**config.mk**
```make
export PLATFORM = sky130hd
export DESIGN_NAME = cmd_parser
export DESIGN_NICKNAME = d
export VERILOG_FILES = /design/src/rtl/cmd_parser.sv
export SDC_FILE = /design/constraint.sdc
export NUM_CORES = 1
export LEC_CHECK = 0
export BUFFER_PORTS_ARGS = -buffer_cell sky130_fd_sc_hd__buf_2
export CAP_MARGIN = 15
export CORE_ASPECT_RATIO = 1.2
export CORE_MARGIN = 8
export CORE_UTILIZATION = 34
export DETAILED_ROUTE_END_ITERATION = 7
export GPL_TIMING_DRIVEN = 0
export MAX_ROUTING_LAYER = met4
export PLACE_DENSITY = 0.58
export SETUP_SLACK_MARGIN = 0.4
export SLEW_MARGIN = 20
export SYNTH_ARGS = -nofsm -noshare
export SYNTH_HDL_FRONTEND = slang
export SYNTH_SLANG_ARGS = --single-unit
```
**constraint.sdc**
```tcl
create_clock -name clk -period 7.5 [get_ports clk]
set_input_delay 0.375 -clock clk [delete_from_list [all_inputs] [get_ports clk]]
set_output_delay 0.375 -clock clk [all_outputs]
set_load 0.02 [all_outputs]
```
**src/rtl/cmd_parser.sv**
```systemverilog
`default_nettype none
// ============================================================================
// Module   : cmd_parser
// Brief    : Host command decoder. Pops bytes from a first-word-fall-through
//            RX FIFO, collects per-command payload, writes an 8-bit settings
//            register file, fires busy-gated trigger pulses and returns
//            register readback words over a req/accept port. A payload /
//            busy timeout and a saturating error counter allow recovery
//            from a stalled or malformed host stream.
//            Optional feature macro: CMD_PARSER_READBACK_EN (enables 0x41
//            read command, RESP state and the tx port).
//            state_dbg encoding: 0 IDLE, 1 DECODE, 2 PAYLOAD, 3 EXEC,
//            4 RESP, 5 WAIT_TRIG.
// Revision : 1.0 - initial release
// ============================================================================
module cmd_parser #(
    parameter int NUM_REGS = 4,
    parameter int NUM_TRIG = 4,
    parameter int TIMEOUT  = 1000000
) (
    input  logic                  clk,
    input  logic                  rst_n,
    input  logic [7:0]            rx_rdata,
    input  logic                  rx_rempty,
    output logic                  rx_rinc,
    output logic [NUM_TRIG-1:0]   trig_out,
    input  logic [NUM_TRIG-1:0]   trig_busy,
    output logic [8*NUM_REGS-1:0] reg_out,
    output logic                  tx_req,
    output logic [15:0]           tx_data,
    input  logic                  tx_accept,
    output logic [7:0]            err_cnt,
    output logic [3:0]            state_dbg
);

    localparam int                    c_tcnt_w   = (TIMEOUT > 2) ? $clog2(TIMEOUT) : 1;
    localparam logic [c_tcnt_w-1:0]   c_tcnt_max = c_tcnt_w'(TIMEOUT - 1);
    localparam logic [7:0]            c_cmd_rst  = 8'h00;
    localparam logic [7:0]            c_cmd_wr   = 8'h40;
    localparam logic [7:0]            c_cmd_rd   = 8'h41;

    typedef enum logic [3:0] {
        S_IDLE      = 4'd0,
        S_DECODE    = 4'd1,
        S_PAYLOAD   = 4'd2,
        S_EXEC      = 4'd3,
        S_RESP      = 4'd4,
        S_WAIT_TRIG = 4'd5
    } state_t;

    state_t                  r_state;
    state_t                  w_state_nxt;

    logic                    r_run;        // low while in reset so no pop happens then
    logic [7:0]              r_cmd;
    logic [7:0]              r_addr;
    logic [7:0]              r_data;
    logic                    r_have_addr;
    logic [1:0]              r_left;       // payload bytes still to collect
    logic [c_tcnt_w-1:0]     r_tcnt;
    logic [7:0]              r_err;
    logic [NUM_TRIG-1:0]     r_trig;
    logic [8*NUM_REGS-1:0]   r_regs;

    logic                    w_rinc;
    logic                    w_err_inc;
    logic                    w_clr_all;
    logic                    w_wr;
    logic                    w_fire;
    logic                    w_stall;
    logic                    w_load_tx;
    logic [5:0]              w_trig_idx;
    logic [NUM_TRIG-1:0]     w_trig_sel;
    logic                    w_is_trig;
    logic                    w_busy;
    logic                    w_addr_ok;

    assign w_trig_idx = r_cmd[5:0] - 6'd1;
    assign w_trig_sel = NUM_TRIG'(1) << w_trig_idx;
    assign w_is_trig  = (r_cmd != 8'h00) && (r_cmd <= 8'(NUM_TRIG));
    assign w_busy     = |(trig_busy & w_trig_sel);
    assign w_addr_ok  = ({1'b0, r_addr} < 9'(NUM_REGS));

    // State register
    always_ff @(posedge clk or negedge rst_n) begin
        if (!rst_n) begin
            r_state <= S_IDLE;
        end else begin
            r_state <= w_state_nxt;
        end
    end

    // Next-state and per-cycle action decode
    always_comb begin
        w_state_nxt = r_state;
        w_rinc      = 1'b0;
        w_err_inc   = 1'b0;
        w_clr_all   = 1'b0;
        w_wr        = 1'b0;
        w_fire      = 1'b0;
        w_stall     = 1'b0;
        w_load_tx   = 1'b0;
        case (r_state)
            S_IDLE: begin
                // Hold off the pop while a trigger pulse is on the wire
                if (r_run && !rx_rempty && (r_trig == '0)) begin
                    w_rinc      = 1'b1;
                    w_state_nxt = S_DECODE;
                end
            end
            S_DECODE: begin
                if (r_cmd == c_cmd_rst) begin
                    w_clr_all   = 1'b1;
                    w_state_nxt = S_IDLE;
                end else if (w_is_trig) begin
                    w_state_nxt = S_WAIT_TRIG;
                end else if (r_cmd == c_cmd_wr) begin
                    w_state_nxt = S_PAYLOAD;
`ifdef CMD_PARSER_READBACK_EN
                end else if (r_cmd == c_cmd_rd) begin
                    w_state_nxt = S_PAYLOAD;
`endif
                end else begin
                    w_err_inc   = 1'b1;
                    w_state_nxt = S_IDLE;
                end
            end
            S_PAYLOAD: begin
                if (!rx_rempty) begin
                    w_rinc = 1'b1;
                    if (r_left == 2'd1) begin
                        w_state_nxt = S_EXEC;
                    end
                end else begin
                    w_stall = 1'b1;
                    if (r_tcnt == c_tcnt_max) begin
                        w_err_inc   = 1'b1;
                        w_state_nxt = S_IDLE;
                    end
                end
            end
            S_EXEC: begin
                w_state_nxt = S_IDLE;
                if (!w_addr_ok) begin
                    w_err_inc = 1'b1;
                end else if (r_cmd == c_cmd_wr) begin
                    w_wr = 1'b1;
                end else begin
`ifdef CMD_PARSER_READBACK_EN
                    w_load_tx   = 1'b1;
                    w_state_nxt = S_RESP;
`endif
                end
            end
            S_RESP: begin
`ifdef CMD_PARSER_READBACK_EN
                if (tx_accept) begin
                    w_state_nxt = S_IDLE;
                end
`else
                w_state_nxt = S_IDLE;
`endif
            end
            S_WAIT_TRIG: begin
                if (!w_busy) begin
                    w_fire      = 1'b1;
                    w_state_nxt = S_IDLE;
                end else begin
                    w_stall = 1'b1;
                    if (r_tcnt == c_tcnt_max) begin
                        w_err_inc   = 1'b1;
                        w_state_nxt = S_IDLE;
                    end
                end
            end
            default: begin
                w_state_nxt = S_IDLE;
            end
        endcase
    end

    // Command/payload capture, timeout counter, error counter and trigger pulse
    always_ff @(posedge clk or negedge rst_n) begin
        if (!rst_n) begin
            r_run       <= 1'b0;
            r_cmd       <= 8'h00;
            r_addr      <= 8'h00;
            r_data      <= 8'h00;
            r_have_addr <= 1'b0;
            r_left      <= 2'd0;
            r_tcnt      <= '0;
            r_err       <= 8'h00;
            r_trig      <= '0;
        end else begin
            r_run  <= 1'b1;
            r_trig <= w_fire ? w_trig_sel : '0;

            if ((r_state == S_IDLE) && w_rinc) begin
                r_cmd <= rx_rdata;
            end

            if (r_state == S_DECODE) begin
                r_left      <= (r_cmd == c_cmd_wr) ? 2'd2 : 2'd1;
                r_have_addr <= 1'b0;
            end else if ((r_state == S_PAYLOAD) && w_rinc) begin
                r_left <= r_left - 2'd1;
                if (!r_have_addr) begin
                    r_addr      <= rx_rdata;
                    r_have_addr <= 1'b1;
                end else begin
                    r_data <= rx_rdata;
                end
            end

            // Timer restarts on every state change and only counts stall cycles
            if (w_state_nxt != r_state) begin
                r_tcnt <= '0;
            end else if (w_stall) begin
                r_tcnt <= r_tcnt + c_tcnt_w'(1);
            end

            if (w_clr_all) begin
                r_err <= 8'h00;
            end else if (w_err_inc && (r_err != 8'hFF)) begin
                r_err <= r_err + 8'd1;
            end
        end
    end

    // Settings register file
    always_ff @(posedge clk or negedge rst_n) begin
        if (!rst_n) begin
            r_regs <= '0;
        end else if (w_clr_all) begin
            r_regs <= '0;
        end else if (w_wr) begin
            for (int k = 0; k < NUM_REGS; k++) begin
                if (r_addr == 8'(k)) begin
                    r_regs[8*k +: 8] <= r_data;
                end
            end
        end
    end

`ifdef CMD_PARSER_READBACK_EN
    logic [7:0]  w_rd_data;
    logic [15:0] r_tx_data;

    // Readback mux over the register file
    always_comb begin
        w_rd_data = 8'h00;
        for (int k = 0; k < NUM_REGS; k++) begin
            if (r_addr == 8'(k)) begin
                w_rd_data = r_regs[8*k +: 8];
            end
        end
    end

    // Readback word is loaded in EXEC and held stable through RESP
    always_ff @(posedge clk or negedge rst_n) begin
        if (!rst_n) begin
            r_tx_data <= 16'h0000;
        end else if (w_load_tx) begin
            r_tx_data <= {r_addr, w_rd_data};
        end
    end

    assign tx_req  = (r_state == S_RESP);
    assign tx_data = r_tx_data;
`else
    logic w_unused_tx;
    assign w_unused_tx = tx_accept | w_load_tx;
    assign tx_req      = 1'b0;
    assign tx_data     = 16'h0000;
`endif

    assign rx_rinc   = w_rinc;
    assign trig_out  = r_trig;
    assign reg_out   = r_regs;
    assign err_cnt   = r_err;
    assign state_dbg = r_state;

endmodule
`default_nettype wire
```
==> results of run 1 <==
==> state kept, by name (all words and copies together) (netlist names) <==
name,count
r_data,8
reg_out,32
r_have_addr,1
err_cnt,8
state_dbg,4
r_left,2
r_addr,8
trig_out,4
r_run,1
r_cmd,8
r_tcnt,20
==> per-stage QoR <==
stage	area [um2]	instances
after floorplan	4720	456
after global placement	5250	690
after detailed placement	5280	691
after CTS	5600	708
after global routing	5600	708
final	5600	708
==> worst min path at each step <==
stage	slack, ns	start	to
floorplan	0.08	rst_n	err_cnt[0]
global placement	0.49	r_addr[6]	r_addr[6]
detailed placement	0.34	rst_n	r_tcnt[17]
CTS	0.20	trig_busy[3]	trig_out[3]
global route	0.20	trig_busy[2]	trig_out[2]
finish	0.21	trig_busy[3]	trig_out[3]
==> report_power, final <==
part	switching [uW]	leakage [uW]	internal, uW	total [uW]
Clock	196	0.000147	271	466
Sequential	14.8	0.00130	534	549
Combinational	64.9	0.00125	46.5	111
==> final cells by class <==
| type | count | area (um2) |
|---|---|---|
| Buffer | 33 | 210 |
| Clock buffer | 11 | 243 |
| Clock inverter | 5 | 63.8 |
| Fill cell | 1335 | 7990 |
| Inverter | 8 | 30.0 |
| Multi-Input combinational cell | 319 | 2080 |
| Sequential cell | 96 | 2400 |
| Tap cell | 171 | 214 |
| Timing Repair Buffer | 65 | 359 |
==> repair_timing <==
item / 4_1_cts / 5_1_grt
setup buffers: 0 / 0
hold buffers: 1 / 0
endpoints found under the hold margin: 46 / 0
==> Yosys cell counts, types with 5 or more instances <==
master | instances | area share, %
nor2_1 | 40 | 3.2
nand3_1 | 13 | 1.4
o21ai_0 | 9 | 0.97
or3_1 | 15 | 2.0
inv_1 | 8 | 0.65
nor4_1 | 8 | 1.1
nand2b_1 | 5 | 0.67
buf_2 | 6 | 0.65
dfrtp_1 | 96 | 52
nand4_1 | 5 | 0.67
a21oi_1 | 28 | 3.0
nand2_1 | 51 | 4.1
mux2i_1 | 18 | 3.9
xnor2_1 | 11 | 2.1
ha_1 | 5 | 1.3
nor3_1 | 10 | 1.1
mux2_2 | 24 | 5.8
buf_4 | 17 | 2.7
and3_1 | 5 | 0.67
clkbuf_1 | 8 | 0.65
==> logic make-up (layout without fill, tap and decap cells) <==
group                    count (synthesis)  count (layout)  share of synthesized area (%)
other                                    2              19                          0.161
AO/OA/AOI/OAI                           59              59                           8.20
adder cells (fa/ha/maj)                  6               6                           1.56
buffers and inverters                   41             122                           5.16
flip-flops                              96              96                           51.6
AND/OR/NAND/NOR                        178             178                           20.4
XOR/XNOR                                14              14                           2.63
multiplexers                            43              43                           10.2
==> per-layer routing <==
metal	share of wire [%]	up-vias	routed length, um	global-route usage, %
met4	0.98	0	106	3.08
met2	51	83	5590	21.5
met1	42	1742	4600	15.2
met5	0	-	0	-
met3	5.3	8	578	3.44
li1	-	1709	-	-
==> critical path: cells and delay by family (launching register included) <==
| family | cells | cell delay (ns) |
|---|---|---|
| buffers and inverters | 4 | 0.64 |
| AO/OA/AOI/OAI | 4 | 1.01 |
| adder cells (fa/ha/maj) | 1 | 0.34 |
| flip-flops | 1 | 0.34 |
| multiplexers | 1 | 0.34 |
==> impl_metrics.ini, run 1 <==
[status]
status = complete, no violations

[critical_path]
cpPeakStageDelay_ns = 0.62
ff2ff_path_depth = 10
r2r_end = err_cnt[3]
path_max_fanout = 10
rrSetupSlack_ns = 4.75
required_ns = 7.76
cp-end-kind = register
path_class = reg -> reg
crit_arrival_ns = 3.01
cp-start-kind = register
crit_path_frequent_cell = inv_1
crit_chain = buf_6 > inv_1 > ha_1 > mux4_1 > inv_1 > o31ai_4 > a211oi_1 > buf_2 > o21ai_0 > a21oi_1
rr_startpoint = r_cmd[0]
crit_start = r_cmd[0]
cp_slowest_cell = a211oi_1
crit_end = err_cnt[3]

[floorplan]
core_mm2 = 0.0136
initial_core_util_pct = 34.3
chipWidth_um = 123
ios = 82
die_h_um = 144
rows = 47
die_area_mm2 = 0.0177

[placement]
dp_hpwl_um = 8260
io_buffers = 63
gp_congestion = 0.838
place_ws_ns = 4.72

[sta]
setup_viol = 0
period_share_pct = 36.7
timing.slew.headroom_pct = 38.8
rsz0062_at_grt = false
hold_viol_final = 0
tns_ns = 0
fin_skew_ns = 0.00628
slew_violations = 0
whs_ns = 0.214
fin_crit_ns = 2.75
setup_ws_ns = 4.75
clock.fmax_mhz = 363
worst_pin_slew_ns = 0.911

[finish]
finalNetCount = 553
synthToLayoutAreaGrowth_pct = 20.3
drive_above_1_share_pct = 25.7
final_common_cell = dfrtp_1
utilization_pct = 41.2
final_cell_mix = dfrtp_1, buf_2, nand2_1
diodes = 0

[pwr]
finalPower_uw = 1130
power.density_mw_per_mm2 = 201
peakVddDrop_v = 0.000137
p_leak_uw = 0.00269

[synthesis]
yosysSeqAreaShare_pct = 51.6
syn-cell-area_mm2 = 0.00465
yosysWarnings = 0
avgSynthCellArea_um2 = 10.6
async_flop_share_pct = 100
synth_cell_types = 56
postSynthCellCount = 439
ys_ff_latch = 96
synth-edff-count = 0
synth_ff_type = dfrtp_1

[min_path]
min_path_cells = 2
hp-class = in -> reg

[global_routing]
grt_max_degree = 51
grt_usage_pct = 12.9
grt_pass1_vias = 3441
overflow = 0
antenna_found_initial = 0
grt_pass1_wl_um = 17400

[detailed_routing]
drcViolationCount = 0
vias = 3542
drtAntennaViolNets = 0
drt_iter0_markers = 128
drt-total-wl_um = 10900
wl_per_cell_um = 15.4
firstDrtPassIters = 5
via_per_inst = 5.00

[clocking]
path_clk_slew_ns = 0.07
cts_max_level = 3
cts_resized = 0
clock-sinks = 96
clock_latency_ns = 0.33
cts_root_buf = clkbuf_16
cts_tree = done
cts_buffers = 9
cts_max_path_buffers = 2

[flow_run]
max_cap_viol_count = 0
Power figures use the tool's default switching activity.
==> run 2: changes to the inputs <==
- clock period: 7.5 -> 2.8 ns (I/O delays scaled with it)
==> run 2 against run 1 <==
Effect of this change: via count up 1.2%; non-clock buffer count up 17; largest power group unchanged; setup slack worse by 4.3 ns; flip-flop and latch count unchanged; cell area up 6.8%; register-to-register slack worse by 4.3 ns.
==> impl_metrics.ini, run 2 (synthesis gave the netlist of run 1 again) <==
[sta]
rsz0062_at_grt = true
whs_ns = 0.0718
fin_crit_ns = 2.37
setup_viol = 0
fin_skew_ns = 0.00585
period_share_pct = 84.5
worst_pin_slew_ns = 0.610
setup_ws_ns = 0.433
hold_viol_final = 0
timing.slew.headroom_pct = 59.3
tns_ns = 0
slew_violations = 0
clock.fmax_mhz = 422

[finish]
nFillCells = 1305
final_cell_mix = dfrtp_1, buf_2, nor2_1
diodes = 0
synthToLayoutAreaGrowth_pct = 28.4
multi_input_area_mm2 = 0.00227
final_common_cell = dfrtp_1
drive_above_1_share_pct = 35.7
largest_register_ffs = 32
seq_area_mm2 = 0.00240
layout.cells.non_filler = 725
finalNetCount = 570

[floorplan]
rows = 47
die_h_um = 144
core_mm2 = 0.0136
die_area_mm2 = 0.0177
chipWidth_um = 123
ios = 82
initial_core_util_pct = 34.3

[detailed_routing]
vias = 3585
drt-total-wl_um = 11200
wl_per_cell_um = 15.5
firstDrtPassIters = 7
drtAntennaViolNets = 0
via_per_inst = 4.94
drcViolationCount = 0
drt_iter0_markers = 111

[pwr]
peakVddDrop_v = 0.000372
p_leak_uw = 0.00290
finalPower_uw = 3080
power.density_mw_per_mm2 = 515

[critical_path]
ff2ff_path_depth = 7
rr_startpoint = r_cmd[7]
crit_chain = or4_4 > or4_4 > nor4_4 > nor2b_4 > buf_6 > nand2_1 > a21oi_2
rrSetupSlack_ns = 0.43
r2r_end = reg_out[3]
path_max_fanout = 8
cp-end-kind = register
cpPeakStageDelay_ns = 0.55
crit_start = r_cmd[7]
required_ns = 3.06
crit_arrival_ns = 2.63
cp_slowest_cell = or4_4
crit_path_frequent_cell = or4_4
cp-start-kind = register
path_class = reg -> reg

[clocking]
cts_max_path_buffers = 2
cts_tree = done
cts_root_buf = clkbuf_16
clock_latency_ns = 0.33
cts_max_level = 3
path_clk_slew_ns = 0.07
cts_buffers = 9
clock-sinks = 96

[placement]
dp_hpwl_um = 8260
place_ws_ns = 0.0198
place_inst = 691
io_buffers = 63
gp_congestion = 0.838

[status]
status = complete, no violations

[global_routing]
grt_pass1_wl_um = 17900
antenna_found_initial = 0
overflow = 0
grt_pass1_vias = 3525
grt_max_degree = 51
grt_usage_pct = 13.2

[min_path]
min-delay-start = rx_rdata[4]
min_path_cells = 2
hp-class = in -> reg
min_to = r_data[4]

[flow_run]
max_cap_viol_count = 0
-- run 2: layout make-up --
cell class	instances	area share [%]
sequential	96	40.2
multi-input combinational	319	37.9
timing repair buffer	82	8.58
clock buffer	11	4.06
buffer	33	4.06
tap	171	3.58
clock inverter	5	1.07
inverter	8	0.502
-- run 2: metrics by stage --
| step | instance area [um2] | utilization, % |
|---|---|---|
| after floorplan | 4720 | - |
| after global placement | 5250 | 38.6 |
| after detailed placement | 5280 | 38.9 |
| after CTS | 5820 | 42.9 |
| after global routing | 5980 | 44.0 |
| final | 5980 | 44.0 |
-- run 2: worst max-delay path by stage --
stage	cells past startpoint	slack, ns	endpoint
2_1_floorplan	8	0.43	r_tcnt[18]
3_3_place_gp	8	0.03	r_tcnt[11]
3_5_place_dp	10	0.02	err_cnt[6]
4_1_cts	7	0.38	reg_out[9]
5_1_grt	9	0.34	err_cnt[3]
6_report	7	0.43	reg_out[3]
-- run 2: where the power goes --
group          internal [uW]  leakage [uW]  total [uW]  switching (uW)
logic                    167       0.00145         364             197
registers               1430       0.00130        1470            37.9
clock network            725      0.000147        1240             519
-- run 2: what timing repair did --
item,4_1_cts,5_1_grt
pin swaps,8,27
setup endpoints to repair,72,55
buffers inserted,8,4
hold endpoints to repair,50,0
resized for setup,24,48
hold buffers,5,0
gates cloned,0,1
-- run 2: worst max-delay path, delay by kind of cell (launching register included) --
family                 cells  cell delay, ns
AND/OR/NAND/NOR            5            1.63
AO/OA/AOI/OAI              1            0.13
flip-flops                 1            0.38
buffers and inverters      1            0.15
-- run 2: per-layer routing --
layer	part of all wire, %	track usage [%]	vias to the layer above
li1	-	-	1753
met1	43	15.6	1751
met2	52	22.1	73
met3	4.4	3.44	8
met4	0.92	3.08	0
met5	0	-	-
==> run 3: changes to the inputs <==
- PLACE_DENSITY: 0.58 -> 0.6
- clock period: 2.8 -> 2 ns (I/O delays scaled with it)
==> run 3 against run 2 <==
Effect of this change: the run now ends with negative setup slack left; sequential power grew 40%; flip-flop and latch count unchanged; non-clock buffer count rose by 39; largest power group unchanged.
==> impl_metrics.ini, run 3 (synthesis gave the netlist of run 1 again) <==
[clocking]
cts_max_path_buffers = 2
cts_root_buf = clkbuf_16
cts_tree = done
path_clk_slew_ns = 0.07
cts_buffers = 9
clock-sinks = 96
clock_latency_ns = 0.35
cts_max_level = 3

[floorplan]
core_mm2 = 0.0136
rows = 47
die_h_um = 144
ios = 82
chipWidth_um = 123
die_area_mm2 = 0.0177
initial_core_util_pct = 34.3

[pwr]
intPower_uw = 3450
p_seq_share_pct = 44.4
p_clk_share_pct = 40.7
p_leak_uw = 0.00335
p_sw_uw = 1180
power.density_mw_per_mm2 = 674
pwr-share-comb_pct = 14.8
p_sw_share_pct = 25.5
finalPower_uw = 4640
peakVddDrop_v = 0.000489

[global_routing]
overflow = 0
top_usage_layer = met2
grt_pass1_wl_um = 19800
grt_use_met3_pct = 2.89
met1_usage_pct = 16.7
antenna_found_initial = 0
grt_pass1_vias = 3933
use_met2_pct = 25.1
grt_usage_pct = 14.6
grt_max_degree = 72

[min_path]
min_to = r_cmd[3]
hp-class = in -> reg
min-delay-start = rx_rdata[3]
min_path_cells = 2

[critical_path]
ff2ff_path_depth = 9
crit_arrival_ns = 2.59
cp-end-kind = register
r2r_end = r_tcnt[16]
rrSetupSlack_ns = -0.32
crit_buf_inv = 3
cp-start-kind = register
path_max_fanout = 8
cpPeakStageDelay_ns = 0.44
path_class = reg -> reg
crit_path_frequent_cell = inv_2
crit_chain = inv_2 > ha_4 > mux4_2 > inv_2 > o31ai_4 > buf_6 > nand4_4 > or4_1 > a21oi_1
required_ns = 2.27
rr_startpoint = r_cmd[1]
cp_slowest_cell = or4_1
crit_family = simple AND/OR/NAND/NOR gates

[finish]
finalNetCount = 609
final_common_cell = dfrtp_1
diodes = 0
layout.cells.non_filler = 764
final_cell_mix = dfrtp_1, buf_2, buf_4
drive_above_1_share_pct = 49.7
largest_register_ffs = 32
synthToLayoutAreaGrowth_pct = 47.8

[sta]
whs_ns = 0.0263
worst_pin_slew_ns = 0.649
period_share_pct = 116
setup_viol = 61
slew_violations = 0
timing.slew.headroom_pct = 56.4
fin_crit_ns = 2.32
rsz0062_at_grt = true
clock.fmax_mhz = 431
fin_skew_ns = 0.0114
hold_viol_final = 0
setup_ws_ns = -0.320

[status]
violations = negative setup slack
status = finished with violations

[flow_run]
max_cap_viol_count = 0

[placement]
place_inst = 691
dp_hpwl_um = 8420
io_buffers = 63
gp_congestion = 0.841

[detailed_routing]
vias = 3887
drt_iter0_markers = 107
via_per_inst = 5.09
drcViolationCount = 0
drtAntennaViolNets = 0
firstDrtPassIters = 6
drt-total-wl_um = 12900
wl_per_cell_um = 16.9
==> run 3: cell count changes in the layout (fill, tap and decap cells not counted), moves of 7 or more <==
cell     previous run  this run
mux2_2             24        13
nor2_1             39        32
mux2_4              0        11
nor2_4              0         7
a21oi_2            10        18
buf_6               6        27
a21oi_1            18        10
buf_4              29        47
==> run 3: power groups by stage <==
| stage | logic (uW) | registers, uW | clock network (uW) |
|---|---|---|---|
| global placement | 444 | 2090 | 0 |
| CTS | 567 | 2060 | 1930 |
| finish | 688 | 2060 | 1890 |
| detailed placement | 463 | 2100 | 0 |
| global route | 740 | 2070 | 2000 |
| floorplan | 316 | 2090 | 0 |
==> run 3: repair_timing <==
action / in CTS / in global routing
hold endpoints to repair: 100 / 0
hold buffers: 5 / 0
endpoints found under the setup margin: 94 / 94
pin swaps: 30 / 45
resized for setup: 63 / 95
setup buffers: 32 / 18
cloned: 1 / 1
==> run 3: worst max path at each step <==
stage | startpoint | end | slack, ns | cells past startpoint
finish | r_cmd[1] | r_tcnt[16] | -0.32 | 9
detailed placement | r_cmd[4] | reg_out[24] | -0.63 | 5
global route | r_cmd[7] | reg_out[15] | -0.40 | 7
floorplan | r_cmd[4] | reg_out[10] | -0.27 | 7
CTS | r_cmd[0] | r_tcnt[16] | -0.34 | 8
global placement | r_cmd[4] | reg_out[28] | -0.59 | 5
==> run 3: layer usage <==
| layer | wire length, um | vias to the layer above |
|---|---|---|
| li1 | - | 1817 |
| met1 | 5370 | 1951 |
| met2 | 6770 | 97 |
| met3 | 519 | 22 |
| met4 | 261 | 0 |
| met5 | 0 | - |
==> run 3: layout make-up <==
type	count	area, um2
Multi-Input combinational cell	319	2680
Inverter	8	38.8
Fill cell	1177	6710
Tap cell	171	214
Buffer	33	308
Sequential cell	96	2410
Clock inverter	7	103
Clock buffer	9	225
Timing Repair Buffer	121	903
==> run 3: worst reg2reg max path: stages (launching register included) <==
cell     delay, ns
dfrtp_1       0.42
inv_2         0.12
ha_4          0.21
mux4_2        0.26
inv_2         0.06
o31ai_4       0.28
buf_6         0.17
nand4_4       0.16
or4_1         0.44
a21oi_1       0.13
==> run 3: through the flow <==
stage / instance area, um2 / utilization, % / worst slack [ns] / TNS (ns)
6_report: 6880 / 50.6 / -0.320 / -13.22
5_1_grt: 6880 / 50.6 / -0.405 / -18.51
4_1_cts: 6320 / 46.6 / -0.344 / -12.91
3_5_place_dp: 5440 / 40.1 / -0.632 / -27.35
3_3_place_gp: 5410 / 39.8 / -0.589 / -39.51
2_1_floorplan: 4880 / - / -0.272 / -9.09
